$ cat src/rtl/seg7_scan_reader.sv
// seg7_scan_reader: rebuilds hex digits from a time-multiplexed seven-segment bus
// Ports:
//   clk, rst            clock, asynchronous active-high reset
//   an                  one-hot digit enables (an[i] selects digit i)
//   a..g, dot           segment lines and decimal point, active-high
//   hex_out             published frame, digit i at hex_out[4i+3:4i]
//   dots_out            published dot per digit
//   digit_bad           per-digit illegal-glyph flag of the published frame
//   err                 OR of digit_bad
//   valid               one-cycle pulse when the outputs update
module seg7_scan_reader #(
  parameter int NUM_DIGITS    = 4,
  parameter int STABLE_CYCLES = 4
) (
  input  logic                    clk,
  input  logic                    rst,
  input  logic [NUM_DIGITS-1:0]   an,
  input  logic                    a,
  input  logic                    b,
  input  logic                    c,
  input  logic                    d,
  input  logic                    e,
  input  logic                    f,
  input  logic                    g,
  input  logic                    dot,
  output logic [4*NUM_DIGITS-1:0] hex_out,
  output logic [NUM_DIGITS-1:0]   dots_out,
  output logic [NUM_DIGITS-1:0]   digit_bad,
  output logic                    err,
  output logic                    valid
);
  localparam int W = NUM_DIGITS + 8;
  // counter value seen on the edge sampling the STABLE_CYCLES-th identical word
  localparam logic [7:0] FIRE_AT = 8'(STABLE_CYCLES - 2);

  function automatic logic [4:0] decode(input logic [6:0] s);
    case (s)
      7'b1111110: decode = 5'h00;
      7'b0110000: decode = 5'h01;
      7'b1101101: decode = 5'h02;
      7'b1111001: decode = 5'h03;
      7'b0110011: decode = 5'h04;
      7'b1011011: decode = 5'h05;
      7'b1011111: decode = 5'h06;
      7'b1110000: decode = 5'h07;
      7'b1111111: decode = 5'h08;
      7'b1111011: decode = 5'h09;
      7'b1110111: decode = 5'h0a;
      7'b0011111: decode = 5'h0b;
      7'b1001110: decode = 5'h0c;
      7'b0111101: decode = 5'h0d;
      7'b1001111: decode = 5'h0e;
      7'b1000111: decode = 5'h0f;
      default:    decode = 5'h10;
    endcase
  endfunction

  logic [W-1:0]            word, prev_q;
  logic [7:0]              cnt_q, cnt_d;
  logic                    cap_q, cap_d, pub_q, pub_d;
  logic                    onehot, same, fire;
  logic [4:0]              dv;
  logic [NUM_DIGITS-1:0]   seen_q, seen_d, sh_dot_q, sh_bad_q, dots_q, bad_q;
  logic [4*NUM_DIGITS-1:0] sh_hex_q, hex_q;

  always_comb begin
    word   = {an, a, b, c, d, e, f, g, dot};
    onehot = (an != '0) && ((an & (an - 1'b1)) == '0);
    same   = onehot && (word == prev_q);
    fire   = same && !cap_q && (cnt_q == FIRE_AT);
    cnt_d  = same ? ((cnt_q == 8'hff) ? cnt_q : cnt_q + 8'd1) : 8'd0;
    cap_d  = same && (cap_q || fire);
    dv     = decode({a, b, c, d, e, f, g});
    seen_d = (pub_q ? '0 : seen_q) | (fire ? an : '0);
    pub_d  = fire && (&seen_d);
  end

  always_ff @(posedge clk or posedge rst) begin
    if (rst) begin
      prev_q   <= '0;
      cnt_q    <= '0;
      cap_q    <= 1'b0;
      pub_q    <= 1'b0;
      seen_q   <= '0;
      sh_hex_q <= '0;
      sh_dot_q <= '0;
      sh_bad_q <= '0;
      hex_q    <= '0;
      dots_q   <= '0;
      bad_q    <= '0;
      valid    <= 1'b0;
    end else begin
      prev_q <= word;
      cnt_q  <= cnt_d;
      cap_q  <= cap_d;
      pub_q  <= pub_d;
      seen_q <= seen_d;
      valid  <= pub_q;
      for (int i = 0; i < NUM_DIGITS; i++)
        if (fire && an[i]) begin
          sh_hex_q[4*i+:4] <= dv[3:0];
          sh_dot_q[i]      <= dot;
          sh_bad_q[i]      <= dv[4];
        end
      if (pub_q) begin
        hex_q  <= sh_hex_q;
        dots_q <= sh_dot_q;
        bad_q  <= sh_bad_q;
      end
    end
  end

  assign hex_out   = hex_q;
  assign dots_out  = dots_q;
  assign digit_bad = bad_q;
  assign err       = |bad_q;
endmodule

$ cat config.mk
export PLATFORM = sky130hd
export DESIGN_NAME = seg7_scan_reader
export DESIGN_NICKNAME = d
export VERILOG_FILES = /design/src/rtl/seg7_scan_reader.sv
export SDC_FILE = /design/constraint.sdc
export NUM_CORES = 1
export LEC_CHECK = 0
export CAP_MARGIN = 20
export CORE_ASPECT_RATIO = 2
export CORE_MARGIN = 8
export CORE_UTILIZATION = 56
export CTS_CLUSTER_SIZE = 10
export DETAILED_ROUTE_END_ITERATION = 12
export PLACE_DENSITY = 0.83
export SKIP_CTS_REPAIR_TIMING = 1
export SYNTH_ARGS = -nofsm -noshare
export SYNTH_HDL_FRONTEND = slang
export SYNTH_SLANG_ARGS = --single-unit
$ cat constraint.sdc
create_clock -name clk -period 2.5 [get_ports clk]
set_input_delay 0.375 -clock clk [delete_from_list [all_inputs] [get_ports clk]]
set_output_delay 0.375 -clock clk [all_outputs]
set_load 0.05 [all_outputs]
==> metrics.yaml <==
final_nets: 367
slew_headroom_pct: 58.8
finalSetupViolations: 0
worstHoldPathType: "in2async"
final_cell_mix: "dfrtp_1 (75), clkdlybuf4s50_1 (39), buf_4 (33)"
clk_pin_slew_ns: 0.06
path_max_fanout: 3
cpMaxStageDelayCell: "clkdlybuf4s50_1"
boundaryPins: 40
detailed_place_hpwl_um: 5960
fmax_ghz: 0.430
grt_remaining_overflow: 0
layout_commonest_cell: "dfrtp_1"
grt_max_degree: 34
synth_seq_cells: 75
cpLargestDelayFamily: "buffers and inverters"
port_buffers: 39
post-place-ws_ns: -0.118
criticalPathCategory: "reg2out"
antenna_found_initial: 0
vias: 2550
cp_slowest_stage_delay_ns: 0.72
clockRootBuffer: "clkbuf_16"
p_leak_nw: 2.08
ir_drop_mv: 0.587
skew_ns: 0.0102
drv_slew: 0
syn-num-nets: 301
coreArea_mm2: 0.00596
multi_input_area_mm2: 0.00144
die_y_um: 127
h-tree-depth: 3
rows: 40
layout_min_cycle_time_ns: 2.32
max-cap-violations: 0
cp_num_buf_inv: 1
worstMarginPinSlew_ns: 0.611
via_per_inst: 6.09
power_mw: 2.64
grt_pass1_wl_um: 14400
postSynth.asyncResetShare_pct: 100
timing.final.ws_setup_ns: 0.177
fin_util_pct: 73.9
dieArea_mm2: 0.00907
ys_warn_count: 0
seq_area_mm2: 0.00188
syn2layout_area_growth_pct: 27.7
fillers: 377
finalWeightedCongestion: 0.919
synth_cells: 285
power_density_mw_per_mm2: 600
wl_um: 8440
stdcell_count: 419
fp.dieW_um: 71.5
drt-wirelength-per-cell_um: 20.2
ant_nets: 0
grt.total_usage_pct: 20.6
outcome: "finished clean"
drive_above_1_share_pct: 24.2
syn_avg_cell_area_um2: 12.1
route.detailed.drc: 0
synthFlopType: "dfrtp_1"
clk_latency_ns: 0.34
cp.arrival_ns: 1.95
dr.pass1.iters: 4
dp.cells: 403
synth_cell_type_count: 45
numClockSinks: 75
rsz0062_at_grt: "no"
path_cells: "or4_1, clkdlybuf4s50_1"
seq_area_frac_synth_pct: 54.5
drt_iter0_drc: 98
grt_pass1_vias: 2925
clockBufferDepth: 2
numCtsBuffers: 9
synth.cell_area_mm2: 0.00344
synth-edff-count: 0
required_ns: 2.12
cts_tree: "yes"
hold_violations: 0
antenna_cells_inserted: 0
initial_core_util_pct: 57.8
finalSetupTns_ns: 0
cp-end-kind: "primary output"
startpoint_type: "flop"
min_period_over_period_pct: 92.9
==> sequential cells by signal (all words and copies together), names as in the netlist <==
register and cells:
sh_hex_q 16, cnt_q 8, seen_q 4, pub_q 1, dots_out 4, valid 1
sh_bad_q 4, cap_q 1, prev_q 12, digit_bad 4, sh_dot_q 4, hex_out 16
==> layout make-up <==
| type | count | area share, % |
|---|---|---|
| inverters | 10 | 0.853 |
| repair buffers | 74 | 15.4 |
| multi-input cells | 181 | 32.7 |
| clock buffers | 11 | 5.75 |
| well taps | 63 | 1.79 |
| flip-flops and latches | 75 | 42.7 |
| clock inverters | 5 | 0.825 |
==> synthesized netlist by cell type (all sizes together) (6+ instances only) <==
master / n / area share, %
a21oi: 7 / 1.0
o21ai: 9 / 1.3
nand4: 9 / 1.6
mux2: 44 / 14
inv: 10 / 1.1
clkbuf: 13 / 1.4
dfrtp: 75 / 54
nor3: 7 / 1.0
nor2: 14 / 1.5
xor2: 13 / 3.3
nand3: 12 / 3.2
buf: 6 / 1.2
nand2: 11 / 1.2
==> through the flow <==
| stage | hold slack, ns | instance area [um^2] |
|---|---|---|
| 2_1_floorplan | 0.370 | 3440 |
| 3_3_place_gp | 0.475 | 4110 |
| 3_5_place_dp | 0.488 | 4110 |
| 4_1_cts | 0.427 | 4400 |
| 5_1_grt | 0.480 | 4400 |
| 6_report | 0.411 | 4400 |
==> cells by family after synthesis <==
family	share of synthesized area [%]
DFF	54.5
xor gates and xnor gates	4.07
and+or+nand+nor	14.6
buffers and inverters	3.74
AOI/OAI and AO/OA	7.74
adders and majority gates	0.726
muxes	14.7
==> report_power, final <==
part | switching (mW) | leakage, nW | total [mW] | internal [mW]
logic | 0.0972 | 0.932 | 0.172 | 0.0749
clock network | 0.509 | 0.146 | 1.24 | 0.729
registers | 0.00560 | 1.00 | 1.23 | 1.22
total | 0.612 | 2.08 | 2.64 | 2.03
==> worst paths after layout <==
check,startpoint,to,slack (ns),depth (start not counted)
max,digit_bad[0],err,0.18,2
min,rst,sh_hex_q[7],0.41,2
max reg2reg,prev_q[10],sh_dot_q[2],0.32,6
min reg2reg,sh_hex_q[0],sh_hex_q[0],0.50,1
max in group asynchronous,rst,digit_bad[0],1.53,3
min in group clk,sh_hex_q[0],sh_hex_q[0],0.50,1
==> layer usage <==
layer | routed length, um | global-route usage [%]
met5 | 0 | 0
met3 | 273 | 5.45
met1 | 2970 | 19.7
met4 | 427 | 15.6
met2 | 4770 | 36.2
Note: power is estimated with default switching activity, not from simulation.
